## src/rtl/timer_apb_pkg.sv

```systemverilog
// Shared types and constants for the timer APB master arbiter.
package timer_apb_pkg;

  typedef enum logic [1:0] {
    ST_IDLE   = 2'd0,
    ST_SETUP  = 2'd1,
    ST_ACCESS = 2'd2
  } state_e;

  // Timer register map on the slave side.
  localparam logic [7:0] ADDR_TDR = 8'h00;
  localparam logic [7:0] ADDR_TCR = 8'h01;
  localparam logic [7:0] ADDR_TSR = 8'h02;

  localparam int unsigned TIMEOUT_DEFAULT = 16;

endpackage

```

## src/rtl/timer_apb_arbiter_rr_arb2.sv

```systemverilog
// Two-way round-robin pick: a lone requester wins, on contention the one not served last wins.
module rr_arb2 (
  input  logic [1:0] req_i,
  input  logic       last_gnt_i,
  output logic       gnt_idx_o,
  output logic       valid_o
);

  always_comb begin
    // NOTE: every combinational output gets a default first so no path can infer a latch.
    valid_o   = |req_i;
    gnt_idx_o = 1'b0;
    case (req_i)
      2'b10:   gnt_idx_o = 1'b1;
      2'b11:   gnt_idx_o = ~last_gnt_i;
      default: gnt_idx_o = 1'b0;
    endcase
  end

endmodule

```

## src/rtl/timer_apb_arbiter.sv

```systemverilog
// APB master that shares one port between two requesters and bounds each access with a pready timeout.
module timer_apb_arbiter
  import timer_apb_pkg::*;
#(
  parameter int unsigned TIMEOUT = TIMEOUT_DEFAULT,
  parameter int unsigned CW      = 5
) (
  input  logic            pclk,
  input  logic            preset,
  input  logic [1:0]      req_i,
  input  logic [1:0]      wr_i,
  input  logic [1:0][7:0] addr_i,
  input  logic [1:0][7:0] wdata_i,
  output logic [1:0]      done_o,
  output logic            err_o,
  output logic [7:0]      rdata_o,
  output logic            psel,
  output logic            penable,
  output logic            pwrite,
  output logic [7:0]      paddr,
  output logic [7:0]      pwdata,
  input  logic [7:0]      prdata,
  input  logic            pready,
  input  logic            pslverr
);

  localparam logic [CW-1:0] CNT_LAST = CW'((TIMEOUT == 0) ? 0 : TIMEOUT - 1);

  state_e        state_q;
  logic          gnt_q;
  logic          last_gnt_q;
  logic [CW-1:0] cnt_q;
  logic          psel_q;
  logic          penable_q;
  logic          pwrite_q;
  logic [7:0]    paddr_q;
  logic [7:0]    pwdata_q;

  logic arb_gnt;
  logic arb_valid;
  logic timeout_hit;
  logic complete;

  rr_arb2 u_arb (
    .req_i      (req_i),
    .last_gnt_i (last_gnt_q),
    .gnt_idx_o  (arb_gnt),
    .valid_o    (arb_valid)
  );

  assign timeout_hit = (TIMEOUT != 0) && !pready && (cnt_q == CNT_LAST);

  // A reset arriving mid-access abandons the transfer, so completion is masked while preset is high.
  assign complete = (state_q == ST_ACCESS) && !preset && (pready || timeout_hit);

  always_comb begin
    done_o = 2'b00;
    if (complete) done_o[gnt_q] = 1'b1;
  end

  assign err_o   = complete && (pready ? pslverr : 1'b1);
  assign rdata_o = (complete && pready) ? prdata : 8'h00;

  assign psel    = psel_q;
  assign penable = penable_q;
  assign pwrite  = pwrite_q;
  assign paddr   = paddr_q;
  assign pwdata  = pwdata_q;

  // NOTE: sequential state uses non-blocking assignments so every register samples pre-edge values.
  always_ff @(posedge pclk) begin
    if (preset) begin
      state_q    <= ST_IDLE;
      gnt_q      <= 1'b0;
      last_gnt_q <= 1'b1;
      cnt_q      <= '0;
      psel_q     <= 1'b0;
      penable_q  <= 1'b0;
      pwrite_q   <= 1'b0;
      paddr_q    <= 8'h00;
      pwdata_q   <= 8'h00;
    end else begin
      case (state_q)
        ST_IDLE: begin
          if (arb_valid) begin
            state_q    <= ST_SETUP;
            psel_q     <= 1'b1;
            gnt_q      <= arb_gnt;
            last_gnt_q <= arb_gnt;
            pwrite_q   <= wr_i[arb_gnt];
            paddr_q    <= addr_i[arb_gnt];
            pwdata_q   <= wdata_i[arb_gnt];
            cnt_q      <= '0;
          end
        end
        ST_SETUP: begin
          state_q   <= ST_ACCESS;
          penable_q <= 1'b1;
        end
        ST_ACCESS: begin
          if (pready || timeout_hit) begin
            state_q   <= ST_IDLE;
            psel_q    <= 1'b0;
            penable_q <= 1'b0;
          end else begin
            cnt_q <= cnt_q + CW'(1);
          end
        end
        default: begin
          state_q   <= ST_IDLE;
          psel_q    <= 1'b0;
          penable_q <= 1'b0;
        end
      endcase
    end
  end

endmodule

```

## config.mk

```make
export PLATFORM = sky130hd
export DESIGN_NAME = timer_apb_arbiter
export DESIGN_NICKNAME = d
export VERILOG_FILES = /design/src/rtl/timer_apb_pkg.sv /design/src/rtl/timer_apb_arbiter_rr_arb2.sv /design/src/rtl/timer_apb_arbiter.sv
export SDC_FILE = /design/constraint.sdc
export NUM_CORES = 1
export LEC_CHECK = 0
export ABC_CLOCK_PERIOD_IN_PS = 2800
export CORE_MARGIN = 5
export CORE_UTILIZATION = 38
export CTS_BUF_LIST = sky130_fd_sc_hd__clkbuf_4
export CTS_CLUSTER_DIAMETER = 50
export CTS_CLUSTER_SIZE = 12
export DETAILED_ROUTE_END_ITERATION = 10
export HOLD_SLACK_MARGIN = 0.06
export PLACE_DENSITY = 0.81
export RECOVER_POWER = 25
export SETUP_SLACK_MARGIN = 0.1
export SLEW_MARGIN = 0
export SYNTH_ARGS = -nofsm -noshare
export SYNTH_HDL_FRONTEND = slang
export SYNTH_HIERARCHICAL = 1
export SYNTH_SLANG_ARGS = --single-unit
```

## constraint.sdc

```tcl
create_clock -name pclk -period 2.8 [get_ports pclk]
set_clock_uncertainty 0.1 [all_clocks]
set_input_delay 0.56 -clock pclk [delete_from_list [all_inputs] [get_ports pclk]]
set_output_delay 0.56 -clock pclk [all_outputs]
set_load 0.01 [all_outputs]
```

* Word level (Yosys, flattened, before mapping) *
Cells that the tools add are included.

storage, ports and cells
  flip-flop bits (word level) = 28
  bits of input ports = 48
  output and inout port bits = 30
  logic and storage cells = 63

operators by class
  add/sub/neg operators = 1
  $lt $le $gt $ge = 3
  eq/ne operators = 8
  multiplexer cells = 22
  bitwise logic cells = 3
  reductions and logical operators = 17

operator list
  operator                                                     number
  2-to-1 mux 8 bit                                             5
  2-to-1 mux 5 bit                                             2
  one-hot mux 5 bit (2 select lines)                           1
  equality test 2 bit (second input constant)                  3
  logical AND 1 bit                                            6
  2-to-1 mux 1 bit                                             6
  2-to-1 mux 2 bit                                             3
  one-hot mux 1 bit (3 select lines)                           2
  one-hot mux 2 bit (3 select lines)                           1
  AND reduction 2 bit                                          3
  AND reduction 3 bit                                          2
  adder 5 x 1 -> 5 bit (second input constant)                 1
  equality test 5 x 4 -> 1 bit (second input constant)         1
  less-than comparator 1 x 2 -> 1 bit (second input constant)  2
  inequality test 2 bit (second input constant)                2
  NOT 1 bit                                                    3
  equality test 2 x 1 -> 1 bit (second input constant)         1
  logical NOT 1 bit                                            2
  logical NOT 2 bit                                            1
  inequality test 2 x 1 -> 1 bit (second input constant)       1
  one-hot mux 1 bit (2 select lines)                           1
  nonzero test 2 bit                                           1
  OR reduction 2 bit                                           1
  demux 1 bit (select 1 bit)                                   1
  other kinds (2)                                              2

* Depth between registers and ports, before layout *
Gate-level depths: netlist (run 1).

  word-level depth = 6
  depth in mapped cells = 6
  mapped depth without buffers = 6

* By module *
The synthesis (run 1) kept the hierarchy.

by module, submodules not included
  module             instances  cells an instance  area an instance (um^2)  sequential area each (um^2)
  timer_apb_arbiter  1          141                1285.0                   560.5
  rr_arb2            1          2                  13.8                     0.0

* Worst setup path after synthesis (run 1) *
Ideal clock, no wire load.

  kind = input port to output port
  from = input preset
  to = output done_o[0]
  data arrival time = 1512 ps
  required time = 2140 ps
  path slack = 628 ps
  stages = 5
  path buffers = 2
  path through = clkbuf_1 -> nor3b_1 -> clkbuf_1 -> o21ai_0 -> nor2_1

between the ends
  longest elaborated chain between the ends = 4

RTL lines
  what                            line                     source
  start: declaration              timer_apb_arbiter.sv:9   input logic preset,
  logical NOT 1 bit               timer_apb_arbiter.sv:54  assign complete = (state_q == ST_ACCESS) && !preset && (pready || timeout_hit);
  logical AND 1 bit (2 in a row)  timer_apb_arbiter.sv:54
  2-to-1 mux 2 bit                timer_apb_arbiter.sv:58  if (complete) done_o[gnt_q] = 1'b1;
  end: declaration                timer_apb_arbiter.sv:14  output logic [1:0] done_o,

No other way between the ends.

* Worst setup path in the final report (run 1) *
  from = input preset
  to = output rdata_o[3]

between the ends
  longest elaborated chain between the ends = 5

RTL lines
  what                            line                     source
  logical NOT 1 bit               timer_apb_arbiter.sv:54
  logical AND 1 bit (2 in a row)  timer_apb_arbiter.sv:54
  logical AND 1 bit               timer_apb_arbiter.sv:62  assign rdata_o = (complete && pready) ? prdata : 8'h00;
  2-to-1 mux 8 bit                timer_apb_arbiter.sv:62
  end: declaration                timer_apb_arbiter.sv:16  output logic [7:0] rdata_o,

No other way between the ends.

==> metrics.cfg, run 1 <==
[cts]
clockBufferDepth=2
cts_tree=done
cts_buffers=3
cts-root-buf=clkbuf_4
clock_sinks=28
cts_hold_buf=0
cts.htree.levels=1
clk_latency_ns=0.32
clk_pin_slew_ns=0.13

[sta]
rsz0062_at_grt=true
setup_viol=0
slew_headroom_pct=42.2
setup_slack_ns=0.167
hold_viol=0
fmaxAchievable_mhz=380
min_period_over_period_pct=94.0
tns_ns=0
slew_viol_final=0
tightest_slew_ns=0.868
min_period_ns=2.63
holdWs_ns=0.366

[grt]
gr-usage-met3_pct=4.93
grt_use_met2_pct=28.1
grt.total_usage_pct=15.0
overflow=0
grt-busiest-layer=met2
grt_max_degree=26
antenna_found_initial=0
grt_pass1_wl_mm=5.42
grtUsageMet1_pct=15.0
grt_pass1_vias=1283

[placement]
dpl.cell_count=261
io_buffers=77
hpwlAfterDp_mm=2.82
placed_cell_area_mm2=0.00214
place_ws_ns=0.0424
place.gp.congestion=0.749

[die]
dieArea_mm2=0.00469
die_h_um=68.5
rows=21
core_area_mm2=0.00331
start_util_pct=39.2
fp.dieW_um=68.5
io_pins=78

[logic_synthesis]
yosys.area.top_type=dfxtp_1
ys_warn_count=6
synthTopCellsByArea=dfxtp_1 43%, mux2i_1 15%, a211oi_1 9.8%
synth_cell_type_count=26
netlist_area_mm2=0.00130
ys_ff_latch=28
postSynthCellCount=143
synth_fp_nets=193
syn_area_per_cell_um2=9.08
synth_top_area_share_pct=43.2
ys_seq_area_share_pct=43.2

[power]
cellPowerDensity_mw_per_mm2=413
peakVddDrop_mv=0.228
p_leak_nw=1.00

[worst_setup_path]
r2r-start=cnt_q[0]
cp_cell_sequence=clkdlybuf4s50_1 -> nor3b_2 -> buf_4 -> buf_4 -> buf_4 -> and3_1 -> dlygate4sd2_1
timing_worst_setup_path_type=primary input to output pin
cp-start-kind=primary input
critPathSlowestCell=clkdlybuf4s50_1
arrival_ns=1.97
critPathMaxStageDelay_ns=0.50
reg2reg_depth=6
timing.rr.end=cnt_q[3]
path_max_fanout=6
crit_path_end_kind=output pin
reg2reg_slack_ns=0.66
crit_required_ns=2.14
crit_end=rdata_o[3]
cpMostUsedCell=buf_4
crit_path_start=preset

[routing]
antenna_left=0
wirelength_mm=3.63
drt_pass1_iterations=4
via_count=1329
via_per_inst=4.96
route.detailed.drc=0
drt-initial-drc-count=56
routedWlPerCell_um=13.5

[layout]
fin_area_mm2=0.00218
nNetsFinal=273
antenna_cells=0
layoutNonFillerInstCount=268
area_growth_pct=68.2
fillers=292
drive_gt1_share_pct=7.21

[status]
outcome=finished clean

[run]
max-cap-violations=0

[hold_path]
hold_class=flop to flop

## repair_timing
action | in CTS | in global routing
endpoints found under the setup margin | 11 | 7
setup buffers | 1 | 2
resized for setup | 7 | 9
## power by group
part / internal, W / switching (W) / total [W]
clock network: 0.0000521 / 0.000106 / 0.000158
registers: 0.000438 / 0.0000234 / 0.000462
logic: 0.000168 / 0.000114 / 0.000282
total: 0.000658 / 0.000244 / 0.000902
## layer usage
metal | part of all wire [%] | up-vias
met5 | 0 | -
met4 | 1.1 | 0
met3 | 11 | 2
met2 | 51 | 55
met1 | 38 | 604
li1 | - | 668
## stage by stage
stage / util [%] / total power (W)
after floorplan: - / 0.000595
after global placement: 64.5 / 0.000751
after detailed placement: 64.5 / 0.000761
after CTS: 65.6 / 0.000923
after global routing: 66.0 / 0.000962
final: 66.0 / 0.000902
## critical path, delay by kind of cell
kind | cells | cell delay, ns
buf+inv | 5 | 1.20
simple gates | 2 | 0.22
## how the worst min path moves through the flow
stage               startpoint  slack, ns         end  depth (start not counted)
floorplan           last_gnt_q       0.34  last_gnt_q                          2
detailed placement       gnt_q       0.38       gnt_q                          2
global route          cnt_q[0]       0.39    cnt_q[0]                          1
global placement         gnt_q       0.37       gnt_q                          2
finish                cnt_q[0]       0.37    cnt_q[0]                          1
CTS                      gnt_q       0.40       gnt_q                          2
## layout by cell type (no fill, tap or decap), types with 2 or more instances in the layout
cell type / count
clkbuf_1: 3
dlygate4sd3_1: 2
nand2_1: 4
clkdlybuf4s50_1: 64
a211oi_1: 17
inv_1: 5
dfxtp_2: 2
mux2i_1: 19
or3_1: 2
nor2_1: 22
buf_4: 6
and3_1: 9
nand3_1: 3
dfxtp_1: 26
o211ai_1: 2
a21oi_1: 6
clkbuf_4: 3
dlymetal6s2s_1: 7
dlygate4sd2_1: 4
## logic make-up after synthesis
kind of cell / share of synthesized area [%]
AND/OR/NAND/NOR: 18.8
multiplexers: 14.6
buffers and inverters: 5.01
adder cells (fa/ha/maj): 1.93
flip-flops: 43.2
AO/OA/AOI/OAI: 16.5
## synthesized netlist by cell type
master / n
nand2_1: 4
or3b_2: 1
or4b_4: 1
o22ai_1: 1
inv_1: 5
ha_1: 2
clkbuf_1: 7
nor3b_1: 1
nor3b_2: 1
or3_1: 2
nor2_1: 22
a211oi_1: 17
nor2b_1: 1
or2_1: 1
o211a_1: 1
buf_2: 4
a21boi_1: 1
mux2i_1: 19
o21ai_0: 2
o211ai_1: 2
dfxtp_1: 28
a21oi_1: 6
nand3_1: 3
and3_1: 9
o31ai_1: 1
or2b_1: 1
## registers in the layout, summed over array words and instances (netlist names)
signal and cells:
pwdata 8, gnt_q 1, pwrite 1, last_gnt_q 1
penable 1, psel 1, state_q 2, cnt_q 5
paddr 8
## final cells by class
| cell class | instances | area (um^2) | area share (%) |
|---|---|---|---|
| repair buffers | 86 | 840 | 38.4 |
| inverters | 5 | 18.8 | 0.859 |
| multi-input cells | 99 | 679 | 31.1 |
| well taps | 46 | 57.6 | 2.63 |
| flip-flops and latches | 28 | 563 | 25.8 |
| clock buffers | 3 | 22.5 | 1.03 |
| clock inverters | 1 | 3.75 | 0.172 |
Note: power is estimated with default switching activity, not from simulation.
==> run 2, diff against run 1 <==
- ABC_AREA: unset -> 1
- CORE_UTILIZATION: 38 -> 39
- PLACE_DENSITY: 0.81 -> 0.82
==> run 2 against run 1 <==
  * Non-clock buffer count down 6
  * Highest routed layer unchanged
  * Final area is 0.57% lower
  * Cell count up 9.3%
  * Largest power group unchanged
  * Global-route usage shrank 1.3 points
  * Largest cell class unchanged
  * First-iteration DRC count fell by 70%
  * Clock power is 4% higher
  * Sequential cell count is the same
  * Hold slack gained 0.0044 ns
  * Combinational power fell by 3%
  * Worst setup slack better by 0.041 ns
  * Synthesized cell count rose by 17%
==> metrics.cfg, run 2 <==
[status]
outcome=finished clean

[sta]
fmaxAchievable_mhz=386
min_period_ns=2.59
tightest_slew_ns=1.20
tns_ns=0
min_period_over_period_pct=92.6
holdWs_ns=0.370
slew_headroom_pct=19.9
rsz0062_at_grt=false
setup_viol=0
slew_viol_final=0
setup_slack_ns=0.208
hold_viol=0

[routing]
drt-initial-drc-count=17
via_count=1327
wl_met1_mm=1.36
met2_length_mm=1.50
wirelength_mm=3.25
via_per_inst=4.53
antenna_left=0
route.detailed.drc=0
routedWlPerCell_um=11.1
drt_pass1_iterations=4
highest_layer=met4
dr_wl_met3_um=356

[worst_setup_path]
crit_end=rdata_o[1]
cp.depth=5
crit_required_ns=2.14
critPathSlowestCell=clkdlybuf4s50_1
critPathBufInv=3
critPathMaxStageDelay_ns=0.55
cp_cell_sequence=clkdlybuf4s50_1 -> inv_2 -> nand3_2 -> nor2_1 -> clkdlybuf4s50_1
reg2reg_slack_ns=0.80
reg2reg_depth=4
r2r-start=last_gnt_q
path_max_fanout=8
timing_worst_setup_path_type=primary input to output pin
crit_path_end_kind=output pin
arrival_ns=1.93
cpMostUsedCell=clkdlybuf4s50_1
cp_top_family=buffers and inverters
crit_path_start=preset
cp-start-kind=primary input
timing.rr.end=paddr[2]

[grt]
antenna_found_initial=0
overflow=0
grt.total_usage_pct=13.7
grt_pass1_wl_mm=5.50
grt_max_degree=20
grt_pass1_vias=1293

[die]
fp.dieW_um=69.1
core_area_mm2=0.00336
io_pins=78
dieArea_mm2=0.00478
rows=21
die_h_um=69.1
start_util_pct=40.6

[logic_synthesis]
ys_async_sr_fraction_pct=0
synth_edf_count=0
netlist_area_mm2=0.00136
postSynthCellCount=167
synth_ff_type=dfxtp_1
synth.most_common_cell=nand2_1
synth_cell_type_count=23
yosys.area.top_type=dfxtp_1
ys_ff_latch=28
ys_warn_count=6
syn_area_per_cell_um2=8.17
synthTopCellsByArea=dfxtp_1 41%, mux2i_1 12%, nand2_1 8.3%
synth_fp_nets=217
synth_common_cells=30 x nand2_1, 28 x dfxtp_1, 21 x nor2_1
ys_seq_area_share_pct=41.1
synth_top_area_share_pct=41.1

[placement]
place_ws_ns=0.0805
placed_cell_area_mm2=0.00218
io_buffers=77
place.gp.congestion=0.793
hpwlAfterDp_mm=2.69

[power]
peakVddDrop_mv=0.247
cellPowerDensity_mw_per_mm2=413
p_leak_nw=0.934

[cts]
clk_latency_ns=0.32
clk_pin_slew_ns=0.14
clock_sinks=28
cts_tree=done
cts_buffers=3
cts-root-buf=clkbuf_4
clockBufferDepth=2
cts_hold_buf=0
post-cts-setup-buffers=0
cts.htree.levels=1

[layout]
area_growth_pct=59.3
seqCellArea_um2=561
most-common-layout-cells=73 x clkdlybuf4s50_1, 34 x nand2_1, 28 x dfxtp_1
multi_input_area_um2=654
antenna_cells=0
drive_gt1_share_pct=7.69
final_common_cell=clkdlybuf4s50_1
nNetsFinal=298
fillers=328
fin_area_mm2=0.00217

[hold_path]
hold_class=flop to flop

[run]
max-cap-violations=0

[run 2: cell types whose count changed after synthesis, moves of 3 or more]
cell      delta
and3_1       -8
o21ai_2      +8
buf_2        -4
inv_1       +15
nand2_1     +26
nand3_1      +3
clkbuf_1     -7
nand2_4      +3
o21ai_0      +9
a211oi_1    -17
[run 2: cells by family after synthesis]
group	synth area share [%]
fa+ha+maj	1.83
compound gates	12.7
mux	12.5
simple gates	22.5
flops	41.1
buf+inv	9.45
[run 2: power breakdown]
part           switching (W)  internal (W)  total (W)
registers          0.0000212      0.000438   0.000459
clock network       0.000112     0.0000522   0.000164
logic               0.000118      0.000156   0.000274
total               0.000251      0.000647   0.000898
[run 2: worst register-to-register path: stages, from the launching register on]
cell	delay, ns
dfxtp_1	0.35
a21oi_1	0.14
clkbuf_1	0.89
mux2i_1	0.35
o21ai_2	0.06
[run 2: per-stage QoR]
step                instances  total power (W)  util [%]
floorplan                 167         0.000607         -
global placement          289         0.000749      64.7
detailed placement        289         0.000756      64.7
CTS                       293         0.000924      65.6
global route              293         0.000960      64.6
finish                    293         0.000898      64.6
[run 2: area by class of cell]
| cell class | count | area share [%] |
|---|---|---|
| repair buffers | 80 | 36.2 |
| clock inverters | 1 | 0.173 |
| flip-flops and latches | 28 | 25.8 |
| multi-input cells | 113 | 30.1 |
| inverters | 22 | 4.03 |
| well taps | 46 | 2.65 |
| clock buffers | 3 | 1.04 |
[run 2: repair_timing]
| action | 4_1_cts | 5_1_grt |
|---|---|---|
| hold endpoints to repair | 0 | 0 |
| gates resized for setup | 5 | 0 |
| endpoints found under the setup margin | 4 | 0 |
[run 2: worst min-delay path by stage]
stage                     startpoint  depth (start not counted)         end
after floorplan           last_gnt_q                          2  last_gnt_q
after global placement      paddr[1]                          2    paddr[1]
after detailed placement    paddr[2]                          2    paddr[2]
after CTS                    penable                          2     penable
after global routing        paddr[3]                          2    paddr[3]
final                        penable                          2     penable
[run 2: metal layers]
layer / global-route usage [%] / up-vias
met4: 4.56 / 0
met5: 0 / -
met2: 23.9 / 55
li1: - / 701
met1: 14.8 / 567
met3: 5.81 / 4
==> RTL edit, RTL diff (config.mk and constraints of run 1) <==
The 3 states of `state_e` get a one-hot encoding in 3 bits.
--- a/src/rtl/timer_apb_pkg.sv
+++ b/src/rtl/timer_apb_pkg.sv
@@ -1,10 +1,10 @@
 // Shared types and constants for the timer APB master arbiter.
 package timer_apb_pkg;
 
-  typedef enum logic [1:0] {
-    ST_IDLE   = 2'd0,
-    ST_SETUP  = 2'd1,
-    ST_ACCESS = 2'd2
+  typedef enum logic [2:0] {
+    ST_IDLE   = 3'b001,
+    ST_SETUP  = 3'b010,
+    ST_ACCESS = 3'b100
   } state_e;
 
   // Timer register map on the slave side.
Formal check against the unedited RTL: same outputs for any inputs over 10 cycles, from zero or initial values and one cycle with preset high; not proved beyond that.
==> RTL edit against run 1 <==
- clock power rose by 70%
- worst hold slack improved by 0.029 ns
- sequential cell count rose by 1
- synthesized area rose by 23%
- wire length rose by 13%
- fmax rose by 2.6%
- cell area rose by 14%
- power rose by 28%
- final cell count rose by 9.3%
- global-route usage rose by 0.16 points
- first-iteration DRC count fell by 27%
- sequential share of layout area fell by 2.4 points
- non-clock buffer count rose by 1
- worst setup slack improved by 0.066 ns
- highest routed layer unchanged
==> RTL edit: results (changes against run 1) <==
Outcome -> completed
Iteration-0 DRC Markers -> 41 (-27%)
WL met2 -> 2.06 mm (+12%)
CP max stage delay -> 0.45 ns (-0.05 ns)
Final Power -> 1.15 mW (+28%)
Post-DP HPWL -> 3.20 mm (+14%)
Switching power -> 340 µW (+39%)
Via count -> 1459 (+9.8%)
Static leakage -> 1.03 nW (+2.2%)
Post-Syn Instances -> 162 (+13%)
All-Layer GR Usage -> 15.2% (+0.16 points)
R2R setup slack -> 0.75 ns (+0.09 ns)
Post-synthesis sequential area ratio -> 36.2% (-6.9 points)
Worst-Margin Slew -> 1.38 ns (+0.510 ns)
Clock group -> 268 µW (+70%)
CP max FO -> 9 (+3)
Setup WS post-layout -> 0.233 ns (+0.0663 ns)
Setup crit end -> rdata_o[2]
Worst reg2reg endpoint -> cnt_q[0]
Synth top area cells -> dfxtp_1 (36%), mux2i_1 (12%), a211oi_2 (8.6%)
CTS H-Tree Depth -> 2 (+1)
Metal-1 WL -> 1.58 mm (+16%)
Hold path cells -> 2 (+1)
Routability Congestion -> 0.702 (-6.3%)
GRT met1 Usage -> 16.0% (+1.0 points)
Share of post-route cells with drive strength above 1 -> 19.3% (+12 points)
WHS Endpoint -> gnt_q
Unique masters post-synth -> 40 (+54%)
M3 GR Usage -> 5.74% (+0.81 points)
Reg clk slew, reported paths -> 0.09 ns (-0.04 ns)
Post-Place Cells -> 283 (+8.4%)
Wire length on met3 -> 416 µm (+6.4%)
Worst Path Buf+Inv -> 3 (-2)
Complex-gate fraction of the synthesized area -> 19.7% (+3.2 points)
DP Worst Slack -> -0.0963 ns (-0.139 ns)
WHS -> 0.395 ns (+0.0285 ns)
==> RTL edit: cell families (layout without fill, tap and decap cells) <==
| group | Yosys count | in the layout |
|---|---|---|
| AOI/OAI and AO/OA | 33 | 33 |
| xor gates and xnor gates | 1 | 1 |
| buffers and inverters | 20 | 101 |
| muxes | 19 | 19 |
| and+or+nand+nor | 58 | 58 |
| DFF | 29 | 29 |
| adders and majority gates | 2 | 2 |
==> RTL edit: final cells by class <==
| cell class | count | area, µm² | share of cell area (%) |
|---|---|---|---|
| Tap cell | 50 | 62.6 | 2.52 |
| Inverter | 6 | 22.5 | 0.906 |
| Timing Repair Buffer | 87 | 841 | 33.8 |
| Sequential cell | 29 | 581 | 23.4 |
| Clock buffer | 8 | 60.1 | 2.42 |
| Multi-Input combinational cell | 113 | 920 | 37.0 |
==> RTL edit: repair_timing <==
action,4_1_cts,5_1_grt
buffers inserted,2,0
resized for setup,11,0
setup endpoints to repair,11,0
